## src/rtl/serial_subtractor.sv

```systemverilog
// Digit-serial subtractor: diff = a - b - c_in, DIGIT bits per cycle, LSB first.
// Optional signed-overflow output enabled by defining SERIAL_SUBTRACTOR_OVF_EN.
module serial_subtractor #(
    parameter int unsigned WIDTH = 8,
    parameter int unsigned DIGIT = 1
) (
    input  logic             clk,
    input  logic             rst_n,
    input  logic             start,
    input  logic [WIDTH-1:0] a,
    input  logic [WIDTH-1:0] b,
    input  logic             c_in,
    output logic             busy,
    output logic             done,
    output logic [WIDTH-1:0] diff,
    output logic             borrow_out
`ifdef SERIAL_SUBTRACTOR_OVF_EN
    ,
    output logic             ovf
`endif
);

    localparam int unsigned N     = WIDTH / DIGIT;
    localparam int unsigned CNT_W = (N > 1) ? $clog2(N) : 1;

    if (WIDTH < 2) begin : g_width_chk
        $error("serial_subtractor: WIDTH must be >= 2");
    end
    if (DIGIT == 0 || (WIDTH % DIGIT) != 0) begin : g_digit_chk
        $error("serial_subtractor: WIDTH must be a non-zero multiple of DIGIT");
    end

    typedef enum logic [1:0] {
        IDLE,
        RUN,
        DONE
    } state_t;

    state_t           state_q, state_d;
    logic [WIDTH-1:0] a_q, a_d;
    logic [WIDTH-1:0] b_q, b_d;
    logic [CNT_W-1:0] cnt_q, cnt_d;
    logic             borrow_q, borrow_d;
    logic [WIDTH-1:0] diff_q, diff_d;
    logic             borrow_out_q, borrow_out_d;
    logic             busy_q, busy_d;
    logic             done_q, done_d;
`ifdef SERIAL_SUBTRACTOR_OVF_EN
    // Operand sign bits are shifted out of a_q/b_q, so keep them separately.
    logic             a_msb_q, a_msb_d;
    logic             b_msb_q, b_msb_d;
    logic             ovf_q, ovf_d;
`endif

    logic [DIGIT:0]   dsub;
    logic             last;

    always_comb begin
        state_d      = state_q;
        a_d          = a_q;
        b_d          = b_q;
        cnt_d        = cnt_q;
        borrow_d     = borrow_q;
        diff_d       = diff_q;
        borrow_out_d = borrow_out_q;
        busy_d       = busy_q;
        done_d       = done_q;
`ifdef SERIAL_SUBTRACTOR_OVF_EN
        a_msb_d      = a_msb_q;
        b_msb_d      = b_msb_q;
        ovf_d        = ovf_q;
`endif
        // Top bit of the widened difference is the digit borrow.
        dsub = {1'b0, a_q[DIGIT-1:0]} - {1'b0, b_q[DIGIT-1:0]} - {{DIGIT{1'b0}}, borrow_q};
        last = (cnt_q == CNT_W'(N - 1));

        case (state_q)
            IDLE, DONE: begin
                state_d = IDLE;
                done_d  = 1'b0;
                if (start) begin
                    state_d  = RUN;
                    a_d      = a;
                    b_d      = b;
                    borrow_d = c_in;
                    cnt_d    = '0;
                    diff_d   = '0;
                    busy_d   = 1'b1;
`ifdef SERIAL_SUBTRACTOR_OVF_EN
                    a_msb_d  = a[WIDTH-1];
                    b_msb_d  = b[WIDTH-1];
                    ovf_d    = 1'b0;
`endif
                end
            end
            RUN: begin
                a_d      = a_q >> DIGIT;
                b_d      = b_q >> DIGIT;
                borrow_d = dsub[DIGIT];
                cnt_d    = cnt_q + CNT_W'(1);
                for (int unsigned k = 0; k < N; k++) begin
                    if (cnt_q == CNT_W'(k)) begin
                        diff_d[k*DIGIT +: DIGIT] = dsub[DIGIT-1:0];
                    end
                end
                if (last) begin
                    state_d      = DONE;
                    cnt_d        = '0;
                    busy_d       = 1'b0;
                    done_d       = 1'b1;
                    borrow_out_d = dsub[DIGIT];
`ifdef SERIAL_SUBTRACTOR_OVF_EN
                    ovf_d        = (a_msb_q != b_msb_q) && (dsub[DIGIT-1] != a_msb_q);
`endif
                end
            end
            default: begin
                state_d = IDLE;
            end
        endcase
    end

    always_ff @(posedge clk or negedge rst_n) begin
        if (!rst_n) begin
            state_q      <= IDLE;
            a_q          <= '0;
            b_q          <= '0;
            cnt_q        <= '0;
            borrow_q     <= 1'b0;
            diff_q       <= '0;
            borrow_out_q <= 1'b0;
            busy_q       <= 1'b0;
            done_q       <= 1'b0;
`ifdef SERIAL_SUBTRACTOR_OVF_EN
            a_msb_q      <= 1'b0;
            b_msb_q      <= 1'b0;
            ovf_q        <= 1'b0;
`endif
        end else begin
            state_q      <= state_d;
            a_q          <= a_d;
            b_q          <= b_d;
            cnt_q        <= cnt_d;
            borrow_q     <= borrow_d;
            diff_q       <= diff_d;
            borrow_out_q <= borrow_out_d;
            busy_q       <= busy_d;
            done_q       <= done_d;
`ifdef SERIAL_SUBTRACTOR_OVF_EN
            a_msb_q      <= a_msb_d;
            b_msb_q      <= b_msb_d;
            ovf_q        <= ovf_d;
`endif
        end
    end

    assign busy       = busy_q;
    assign done       = done_q;
    assign diff       = diff_q;
    assign borrow_out = borrow_out_q;
`ifdef SERIAL_SUBTRACTOR_OVF_EN
    assign ovf        = ovf_q;
`endif

endmodule

```

## config.mk

```make
export PLATFORM = sky130hd
export DESIGN_NAME = serial_subtractor
export DESIGN_NICKNAME = d
export VERILOG_FILES = /design/src/rtl/serial_subtractor.sv
export SDC_FILE = /design/constraint.sdc
export NUM_CORES = 1
export LEC_CHECK = 0
export CORE_ASPECT_RATIO = 1.2
export CORE_MARGIN = 2
export CORE_UTILIZATION = 40
export CTS_CLUSTER_SIZE = 40
export DETAILED_ROUTE_END_ITERATION = 8
export PLACE_DENSITY = 0.67
export SKIP_LAST_GASP = 1
export SYNTH_ARGS = -nofsm -noshare
export SYNTH_HDL_FRONTEND = slang
export SYNTH_SLANG_ARGS = --single-unit
```

## constraint.sdc

```tcl
create_clock -name clk -period 1.5 [get_ports clk]
set_input_delay 0.3 -clock clk [delete_from_list [all_inputs] [get_ports clk]]
set_output_delay 0.3 -clock clk [all_outputs]
set_load 0.005 [all_outputs]
```

==> After elaboration in Yosys (flattened, before gate mapping) <==
Index checks and enable logic that the tools add are counted.
{ "totals": {"register_bits": 33, "latchBits": 0, "mem_bits_rw": 0, "rom_bits": 0, "input_bits": 20, "out_inout_bits": 11, "word_cells": 79, "memories": 0} }
{ "op_classes": {"add_sub_neg": 3, "mul": 0, "div": 0, "magnitude_cmp": 0, "eq_ne": 18, "n_shift": 0, "mux": 27, "bitwise": 0, "n_reduce_logical": 15} }
{ "ops": {"columns": ["op", "n"], "rows": [
  ["$pmux W8 S2", 3],
  ["$mux W8", 3],
  ["$reduce_and A3 Y1", 8],
  ["$ne A2 B2 Y1 const B", 9],
  ["$mux W1", 13],
  ["$eq A3 B3 Y1 const B", 4],
  ["$eq A3 B2 Y1 const B", 2],
  ["$mux W3", 2],
  ["$pmux W1 S2", 3],
  ["$pmux W3 S2", 1],
  ["$reduce_and A2 Y1", 3],
  ["$pmux W2 S2", 1],
  ["$add A3 B1 Y3 const B", 1],
  ["$eq A3 B1 Y1 const B", 1],
  ["$logic_not A3 Y1", 1],
  ["$eq A2 B1 Y1 const B", 1],
  ["$eq A2 B2 Y1 const B", 1],
  ["$logic_not A2 Y1", 1],
  ["$mux W2", 1],
  ["$reduce_bool A2 Y1", 1],
  ["$reduce_or A2 Y1", 1],
  ["$sub A1 B1 Y2", 1],
  ["$sub A2 B1 Y2", 1]
]} }

==> Logic depth before layout (Yosys ltp) <==
Gate-level depths: netlist (run 1).
{ "logic_depth": {"ltp_word": 4, "depth_mapped": 5, "mapped_depth_nobuf": 5} }

==> Worst setup path after synthesis (run 1) <==
No wires, ideal clock.
{ "synth_timing": {"path_kind": "register to register", "start": "reg a_q[0]", "end": "reg diff_q[3] (netlist: diff[3])", "setup_ns": 0.120, "t_arrival_ns": 1.265, "required_ns": 1.380, "setup_slack_ns": 0.115, "path_stages_with_launch": 4, "n_path_buf": 0, "synth_period_minus_slack_ns": 1.385, "cell_sequence": "dfrtp_1 -> fa_1 -> and3_1 -> a31o_2"} }
{ "synth_via": {"elab_chain_len": 4} }
{ "synth_lines": {"columns": ["item", "line", "text"], "rows": [
  ["from (decl)", "40", "logic [WIDTH-1:0] a_q, a_d;"],
  ["from (signal assigned)", "126", "a_q <= '0;"],
  ["from (signal assigned)", "141", "a_q <= a_d;"],
  ["$sub A1 B1 Y2", "74", "dsub = {1'b0, a_q[DIGIT-1:0]} - {1'b0, b_q[DIGIT-1:0]} - {{DIGIT{1'b0}}, borrow_q};"],
  ["$sub A2 B1 Y2", "74", null],
  ["$mux W1", "102", "if (cnt_q == CNT_W'(k)) begin"],
  ["$pmux W8 S2", "77", "case (state_q)"],
  ["to (signal assigned)", "145", "diff_q <= diff_d;"],
  ["to (decl)", "44", "logic [WIDTH-1:0] diff_q, diff_d;"]
]} }
No other way between the ends. The select of a mux whose other input is x is not followed.
A chain may end at the register's enable or synchronous reset.

==> Final worst setup path (run 1) <==
{ "layout_timing": {"start": "reg diff_q[4] (netlist: diff[4])", "end": "out diff[4]"} }
{ "layout_lines": {"columns": ["item", "line", "text"], "rows": [
  ["to (decl)", "15", "output logic [WIDTH-1:0] diff,"]
]} }
No word-level cell between the ends.

==> results of run 1 <==
[routing by layer]
layer  share of wire  vias to the layer above  track usage
li1                -                      625            -
met1            0.44                      606       0.1986
met2            0.49                       29       0.2872
met3           0.052                        9      0.05319
met4           0.022                        0      0.07246
met5               0                        -            0
[worst min path at each step]
stage	start	to	cells after the start
2_1_floorplan	rst_n	a_q[0]$_DFFE_PN0P_	0
3_5_place_dp	borrow_out$_DFFE_PN0P_	borrow_out$_DFFE_PN0P_	2
5_1_grt	rst_n	borrow_out$_DFFE_PN0P_	2
3_3_place_gp	busy$_DFFE_PN0P_	busy$_DFFE_PN0P_	2
6_report	rst_n	state_q[1]$_DFFE_PN0P_	2
4_1_cts	rst_n	diff[3]$_DFFE_PN0P_	2
[kinds of logic after synthesis]
| group | after synthesis | synth area share |
|---|---|---|
| mux | 2 | 0.01277 |
| flops | 33 | 0.5267 |
| compound gates | 37 | 0.1636 |
| fa+ha+maj | 7 | 0.06065 |
| buf+inv | 20 | 0.06544 |
| simple gates | 62 | 0.1708 |
[timing repair]
| action | CTS | global route |
|---|---|---|
| resized for setup | 0 | 3 |
| hold endpoints to repair | 0 | 0 |
| setup buffers | 0 | 0 |
| setup endpoints to repair | 0 | 11 |
[metrics by stage]
| step | hold slack, ns | total power, W | setup WS, ns | util |
|---|---|---|---|---|
| finish | 0.3747 | 0.004066 | 0.06582 | 0.5549 |
| global route | 0.3890 | 0.004469 | -0.0009865 | 0.5549 |
| CTS | 0.3812 | 0.004084 | 0.04464 | 0.5518 |
| detailed placement | 0.4753 | 0.003463 | 0.01013 | 0.5318 |
| global placement | 0.4576 | 0.003395 | 0.03171 | 0.5318 |
| floorplan | 0.004409 | 0.002818 | 0.1146 | - |
[cell usage in the layout (no fill, tap or decap), types with 2 or more instances in the layout]
master | synthesis | final
o311ai_1 | 5 | 5
o21ai_1 | 2 | 2
inv_1 | 10 | 10
nand4_1 | 2 | 2
a22o_1 | 3 | 3
nand2_1 | 36 | 36
o21ai_0 | 3 | 3
a31oi_1 | 14 | 14
clkbuf_8 | 0 | 5
ha_1 | 6 | 6
a21oi_1 | 3 | 3
dfrtp_1 | 33 | 33
buf_12 | 0 | 2
mux2i_1 | 2 | 2
clkdlybuf4s50_1 | 0 | 30
buf_4 | 2 | 7
nor2_1 | 16 | 16
[registers in the layout (all words and copies together), names as in the netlist]
signal	cells
state_q	2
done	1
borrow_q	1
b_q	8
busy	1
cnt_q	3
borrow_out	1
diff	8
a_q	8
[area by class of cell]
type,instances,area [sq um],area share
inverter,11,41.29,0.02015
tap,52,65.06,0.03175
timing repair buffer,39,392.9,0.1917
clock inverter,1,5.005,0.002442
sequential,33,825.8,0.4029
clock buffer,5,68.82,0.03358
multi-input combinational,108,650.6,0.3175
[power groups by stage]
| stage | Clock [W] | Sequential (W) | Combinational, W |
|---|---|---|---|
| floorplan | 0 | 0.00152 | 0.00130 |
| global placement | 0 | 0.00154 | 0.00186 |
| detailed placement | 0 | 0.00156 | 0.00191 |
| CTS | 0.000630 | 0.00154 | 0.00191 |
| global route | 0.000688 | 0.00160 | 0.00218 |
| finish | 0.000608 | 0.00154 | 0.00192 |
==> impl_metrics.csv, run 1 <==
group,metric,value,unit
clocking,htree_levels,2,
pwr,seq_power_share,0.379,
clocking,clock-sinks,33,
worst_setup_path,crit_start,"diff[4]$_DFFE_PN0P_",
logic_synthesis,synth_common_cells,"nand2_1 (36), dfrtp_1 (33), nor2_1 (16)",
sta,tns,0,ns
worst_setup_path,cp.depth,1,
worst_setup_path,path_class,"reg -> out",
drt,via_per_inst,5.096,
clocking,postCtsHoldBufs,0,
global_route,grt_pass1_vias,1259,
drt,drtIter0Drc,16,
clocking,clk_pin_slew_worst_paths,0.06,ns
worst_setup_path,endpoint,"diff[4]",
pwr,switchingPower,0.001532,W
drt,finalWirelength,3121,microns
finish,antenna_cells,0,
worst_setup_path,r2r_cells,5,
place,placed_area,0.001964,sq mm
clocking,cts_buffers,5,
logic_synthesis,ys_seq_elements,33,
pwr,p_int,0.002535,W
clocking,cts_tree,"done",
worst_setup_path,reg2reg_setup_slack,0.08,ns
finish,stdcell_count,249,
clocking,cts_root_buf,"clkbuf_8",
logic_synthesis,synth-edff-count,0,
die,die_width,61.15,microns
worst_setup_path,path_buf_inv,1,
logic_synthesis,synth.most_common_cell,"nand2_1",
pwr,switching_share,0.3767,
clocking,ctsLongestPathBuffers,2,
logic_synthesis,synthesis.nets,188,
finish,final_layout_size_suffix_gt1_frac,0.1117,
global_route,grt_pass1_wl,5575,microns
worst_setup_path,end_kind,"output port",
run,max-cap-violations,0,
sta,fmax,697.3,MHz
sta,slew_headroom,0.7688,
sta,setup_viol,0,
worst_setup_path,path_max_fanout,2,
logic_synthesis,syn_avg_cell_area,9.738,sq um
finish,design_area,0.002049,sq mm
worst_setup_path,reg2reg_from,"cnt_q[1]$_DFFE_PN0P_",
logic_synthesis,synthCells,161,
pwr,clockPowerShare,0.150,
logic_synthesis,synthFlopType,"dfrtp_1",
drt,dr.pass1.iters,4,
die,floorplan.initialDensity,0.4245,
die,die_y,72.58,microns
worst_setup_path,slowest_delay,0.50,ns
worst_setup_path,slowest_stage,"clkdlybuf4s50_1",
status,status,"complete, no violations",
pwr,ir_drop,761.4,uV
die,die-area,0.004438,sq mm
finish,fin_nets,225,
logic_synthesis,yosysTopAreaCellShare,0.5267,
place,hpwl,2341,microns
worst_setup_path,crit_arrival,1.13,ns
sta,fin_crit,1.434,ns
global_route,antenna_found_initial,0,
drt,ant_nets,0,
global_route,grt_overflow,0,
logic_synthesis,synthTopCellsByArea,"dfrtp_1 (53%), nand2_1 (8.6%), a31oi_1 (5.6%)",
sta,timing.final.hold_violations,0,
die,core_area,0.003694,sq mm
sta,worstMarginPinSlew,0.3468,ns
drt,drc,0,
die,row_count,24,
sta,finalMaxSlewViolations,0,
worst_setup_path,r2r_end,"diff[7]$_DFFE_PN0P_",
place,placed_cells,243,
place,port_buffers,30,
clocking,clock_latency,0.28,ns
worst_setup_path,critPathLaunchType,"flip-flop",
sta,rsz0062_at_grt,"true",
logic_synthesis,syn_area,0.001568,sq mm
finish,areaGrowthSynthToFinish,30.73,%
pwr,p_leak,0.9337,nW
sta,skew,0.002628,ns
drt,num_vias,1269,
min_path,hp-class,"in -> async",
logic_synthesis,yosysSeqAreaShare,0.5267,
die,ios,31,
logic_synthesis,yosysWarningCount,0,
worst_setup_path,crit_required,1.20,ns
sta,period_share,0.9561,
pwr,powerDensity,1984,mW/mm^2
logic_synthesis,synth_cell_type_count,33,
drt,wire_per_inst,12.53,microns
pwr,combPwrFrac,0.472,
worst_setup_path,crit_chain,"clkdlybuf4s50_1",
logic_synthesis,synth_top_area_cell,"dfrtp_1",
global_route,grt_max_degree,34,
global_route,grt_use_total,0.1717,
finish,fill_cells,350,
place,gp_congestion,0.7832,
worst_setup_path,critPathTopFamily,"buffers and inverters",
logic_synthesis,async_flop_share,1.000,
No activity file was read; power rests on OpenSTA's default activity.
==> run 2: changes to the inputs <==
Settings changed: CORE_UTILIZATION 40 to 50, PLACE_DENSITY 0.67 to 0.81.
==> run 2 against run 1 <==
Via count grew 1.9%; die area down 19%; cell count decreased by 3.2%; global-route usage rose by 5.7 points; flip-flop and latch count unchanged; wire length grew 9.0%; clock power rose by 15%; hold slack got worse by 0.075 ns; critical path depth is 3 higher; sequential power is essentially flat; critical endpoint is now diff[3]$_DFFE_PN0P_; largest cell class unchanged; largest power group unchanged; highest routed layer unchanged.
==> impl_metrics.csv, run 2 (synthesis results as in run 1) <==
group,metric,value,unit
die,row_count,22,
sta,period_share,0.9546,
drt,dr.pass1.iters,4,
clocking,clock-sinks,33,
drt,drc,0,
drt,via_per_inst,5.365,
sta,finalMaxSlewViolations,0,
min_path,hp-class,"in -> async",
run,max-cap-violations,0,
die,die-area,0.003601,sq mm
finish,multi_input_area,644.4,sq um
worst_setup_path,crit_chain,"inv_1, fa_2, and3_1, a31o_2",
drt,num_vias,1293,
worst_setup_path,slowest_delay,0.47,ns
sta,tns,0,ns
global_route,antenna_found_initial,0,
pwr,powerDensity,2031,mW/mm^2
finish,antenna_cells,0,
sta,setup_viol,0,
die,die_y,65.34,microns
pwr,total_power,0.004202,W
clocking,postCtsHoldBufs,0,
die,die_width,55.12,microns
worst_setup_path,end_kind,"flip-flop",
worst_setup_path,critPathLaunchType,"flip-flop",
place,port_buffers,30,
sta,timing.final.hold_violations,0,
finish,final_common_cell,"nand2_1",
drt,drtIter0Drc,15,
sta,rsz0062_at_grt,"false",
finish,areaGrowthSynthToFinish,32.00,%
clocking,cts_buffers,5,
pwr,p_leak,1.008,nW
status,status,"complete, no violations",
global_route,grt_pass1_vias,1333,
finish,fin_nets,231,
drt,finalWirelength,3402,microns
sta,worstMarginPinSlew,0.4171,ns
finish,most-common-layout-cells,"nand2_1 (36), dfrtp_1 (33), clkdlybuf4s50_1 (19), nor2_1 (16), a31oi_1 (14)",
sta,fmax,698.4,MHz
global_route,grt_overflow,0,
finish,seqCellArea,825.8,sq um
worst_setup_path,path_max_fanout,5,
drt,ant_nets,0,
global_route,grt_use_total,0.2285,
finish,final_layout_size_suffix_gt1_frac,0.1366,
drt,wire_per_inst,14.12,microns
die,ios,31,
clocking,cts_tree,"done",
worst_setup_path,crit_arrival,1.66,ns
clocking,clk_pin_slew_worst_paths,0.11,ns
worst_setup_path,crit_required,1.73,ns
global_route,grt_max_degree,34,
clocking,clock_latency,0.34,ns
place,hpwl,2402,microns
sta,fin_crit,1.432,ns
finish,fill_cells,248,
worst_setup_path,path_class,"reg -> reg",
worst_setup_path,slowest_stage,"fa_2",
sta,slew_headroom,0.7219,
die,floorplan.initialDensity,0.5178,
clocking,ctsLongestPathBuffers,2,
global_route,grt_pass1_wl,5858,microns
sta,skew,0.01376,ns
clocking,htree_levels,2,
clocking,cts_root_buf,"clkbuf_4",
pwr,ir_drop,1117,uV
die,core_area,0.003028,sq mm
place,gp_congestion,0.8195,
-- run 2: cell types whose count changed in the layout (fill, tap and decap cells not counted), sizes merged --
cell,change
bufinv,+1
dlygate4sd2,+10
buf,+6
clkinv,-1
dlymetal6s2s,+1
clkbuf,+2
clkdlybuf4s50,-11
-- run 2: path summary, 6_finish.rpt --
| path | end | cells past startpoint | start | slack, ns |
|---|---|---|---|---|
| min in group clk | borrow_out$_DFFE_PN0P_ | 2 | borrow_out$_DFFE_PN0P_ | 0.49 |
| worst max register to register | diff[3]$_DFFE_PN0P_ | 4 | borrow_q$_DFFE_PN0P_ | 0.07 |
| max in group asynchronous | b_q[7]$_DFFE_PN0P_ | 2 | rst_n | 1.01 |
| worst max-delay path | diff[3]$_DFFE_PN0P_ | 4 | borrow_q$_DFFE_PN0P_ | 0.07 |
| worst min register to register | borrow_out$_DFFE_PN0P_ | 2 | borrow_out$_DFFE_PN0P_ | 0.49 |
| worst min-delay path | diff[7]$_DFFE_PN0P_ | 2 | rst_n | 0.30 |
-- run 2: what timing repair did --
item,4_1_cts,5_1_grt
setup endpoints to repair,11,5
gates resized for setup,10,3
pin swaps,0,0
setup buffers,4,3
-- run 2: worst max-delay path, delay by kind of cell, from the launching register on --
kind	cells	cell delay [ns]
fa+ha+maj	1	0.47
flops	1	0.41
compound gates	1	0.20
simple gates	1	0.17
buf+inv	1	0.07
-- run 2: layout make-up --
class | count | area share
repair buffers | 45 | 0.2068
clock buffers | 7 | 0.02660
clock inverters | 1 | 0.01451
multi-input cells | 108 | 0.3114
well taps | 36 | 0.02177
flip-flops and latches | 33 | 0.3990
inverters | 11 | 0.01995
-- run 2: per-stage QoR --
step / cell area [sq um] / hold slack (ns) / worst slack, ns / cells / util
after CTS: 2039 / 0.3048 / -0.02645 / 238 / 0.6736
after global placement: 1937 / 0.4569 / 0.03245 / 226 / 0.6397
after floorplan: 1568 / 0.004409 / 0.1146 / 161 / -
after detailed placement: 1937 / 0.4815 / 0.001883 / 226 / 0.6397
final: 2069 / 0.2992 / 0.06807 / 241 / 0.6835
after global routing: 2069 / 0.3057 / 0.0003271 / 241 / 0.6835
-- run 2: layer usage --
| metal | vias up | share of wire | global-route usage |
|---|---|---|---|
| li1 | 641 | - | - |
| met1 | 608 | 0.40 | 0.2575 |
| met2 | 34 | 0.53 | 0.3810 |
| met3 | 10 | 0.048 | 0.05909 |
| met4 | 0 | 0.024 | 0.1220 |
| met5 | - | 0 | 0 |
-- run 2: report_power, final --
part | leakage [nW] | internal (W) | switching [W]
Combinational | 0.561 | 0.000931 | 0.00102
Sequential | 0.402 | 0.00129 | 0.000262
Clock | 0.0455 | 0.000398 | 0.000304
==> run 3: changes to the inputs <==
Settings changed: CORE_UTILIZATION 50 to 35, PLACE_DENSITY 0.81 to 0.61.
==> run 3 against run 2 <==
Sequential power about the same; worst setup slack got worse by 0.013 ns; combinational power increased by 3%; cell count increased by 6.2%; fmax decreased by 0.89%; non-clock buffer count decreased by 5; global-route usage decreased by 8.5 points.
==> impl_metrics.csv, run 3 (synthesis results as in run 1) <==
group,metric,value,unit
worst_setup_path,critPathTopFamily,"buffers and inverters",
place,hpwl,2435,microns
worst_setup_path,slowest_delay,0.51,ns
sta,skew,0.005460,ns
finish,fill_cells,428,
finish,final_common_cell,"nand2_1",
global_route,grt_pass1_wl,5554,microns
pwr,total_power,0.004195,W
clocking,cts_tree,"done",
drt,ant_nets,0,
finish,fin_nets,226,
sta,finalMaxSlewViolations,0,
worst_setup_path,crit_required,1.20,ns
global_route,grt_max_degree,34,
worst_setup_path,path_class,"reg -> out",
die,row_count,26,
worst_setup_path,path_max_fanout,2,
sta,fin_crit,1.445,ns
global_route,antenna_found_initial,0,
global_route,grt_use_total,0.1432,
drt,wire_per_inst,13.35,microns
clocking,htree_levels,2,
worst_setup_path,critPathLaunchType,"flip-flop",
place,port_buffers,30,
drt,drtIter0Drc,92,
sta,setup_ws,0.05526,ns
sta,tns,0,ns
drt,num_vias,1275,
run,max-cap-violations,0,
sta,rsz0062_at_grt,"false",
pwr,powerDensity,2023,mW/mm^2
sta,slew_headroom,0.7620,
worst_setup_path,crit_chain,"clkdlybuf4s50_1",
drt,drc,0,
sta,period_share,0.9632,
pwr,p_leak,0.9416,nW
clocking,cts_root_buf,"clkbuf_8",
sta,timing.final.hold_violations,0,
clocking,clk_pin_slew_worst_paths,0.07,ns
place,pre_cts_ws,0.001336,ns
drt,dr.pass1.iters,4,
drt,finalWirelength,3417,microns
finish,final_layout_size_suffix_gt1_frac,0.1300,
worst_setup_path,reg2reg_setup_slack,0.06,ns
sta,worstMarginPinSlew,0.3570,ns
sta,fin_hold_ws,0.3802,ns
min_path,hp-class,"in -> async",
clocking,cts_buffers,5,
status,status,"complete, no violations",
die,die-area,0.005033,sq mm
worst_setup_path,slowest_stage,"clkdlybuf4s50_1",
finish,most-common-layout-cells,"nand2_1 (35), dfrtp_1 (33), clkdlybuf4s50_1 (30), nor2_1 (16), a31oi_1 (14)",
finish,areaGrowthSynthToFinish,32.24,%
clocking,clock_latency,0.28,ns
worst_setup_path,end_kind,"output port",
sta,fmax,692.2,MHz
sta,setup_viol,0,
drt,via_per_inst,4.980,
die,ios,31,
die,die_y,77.32,microns
pwr,ir_drop,918.6,uV
finish,antenna_cells,0,
die,core_area,0.004294,sq mm
worst_setup_path,crit_arrival,1.14,ns
die,floorplan.initialDensity,0.3651,
clocking,ctsLongestPathBuffers,2,
worst_setup_path,path_buf_inv,1,
global_route,grt_pass1_vias,1213,
clocking,clock-sinks,33,
place,gp_congestion,0.8425,
global_route,grt_overflow,0,
die,die_width,65.10,microns
==> run 3: cell count changes in the layout (fill, tap and decap cells not counted), sizes merged <==
cell           delta
buf               -5
clkinv            +2
clkbuf            -1
dlygate4sd2      -10
bufinv            -1
clkdlybuf4s50    +11
dlymetal6s2s      -1
==> run 3: timing repair <==
action | in CTS | in global routing
buffers inserted | 0 | 2
resized for setup | 0 | 6
endpoints found under the hold margin | 0 | 0
hold buffers | 0 | 0
setup endpoints to repair | 0 | 19
==> run 3: report_power, final <==
group | internal [W] | switching (W) | leakage, nW | total [W]
sequential | 0.00129 | 0.000255 | 0.402 | 0.00155
clock | 0.000321 | 0.000326 | 0.0450 | 0.000647
combinational | 0.000964 | 0.00104 | 0.495 | 0.00200
total | 0.00258 | 0.00162 | 0.942 | 0.00419
==> run 3: metrics by stage <==
| step | util | instances | cell area (sq um) |
|---|---|---|---|
| CTS | 0.4761 | 254 | 2044 |
| floorplan | - | 161 | 1568 |
| finish | 0.4828 | 256 | 2073 |
| detailed placement | 0.4569 | 246 | 1962 |
| global placement | 0.4569 | 246 | 1962 |
| global route | 0.4828 | 256 | 2073 |
==> run 3: metal layers <==
layer,GRT usage,share of wire,vias to the layer above
met2,0.2361,0.49,35
met3,0.04545,0.050,2
met1,0.1723,0.46,614
li1,-,-,624
met5,0,0,-
met4,0.05625,0.0023,0
==> run 3: path summary, 6_finish.rpt <==
path | start | cells past startpoint | to
max | diff[1]$_DFFE_PN0P_ | 1 | diff[1]
min | rst_n | 2 | state_q[1]$_DFFE_PN0P_
max reg2reg | b_q[0]$_DFFE_PN0P_ | 4 | diff[3]$_DFFE_PN0P_
min reg2reg | busy$_DFFE_PN0P_ | 2 | busy$_DFFE_PN0P_
max in group asynchronous | rst_n | 2 | b_q[0]$_DFFE_PN0P_
min in group clk | busy$_DFFE_PN0P_ | 2 | busy$_DFFE_PN0P_
==> run 3: layout make-up <==
| cell class | instances | area, sq um | area share |
|---|---|---|---|
| sequential | 33 | 825.8 | 0.3983 |
| inverter | 11 | 41.29 | 0.01992 |
| timing repair buffer | 40 | 400.4 | 0.1931 |
| clock inverter | 2 | 10.01 | 0.004828 |
| clock buffer | 6 | 72.57 | 0.03500 |
| multi-input combinational | 108 | 653.1 | 0.3150 |
| tap | 56 | 70.07 | 0.03380 |
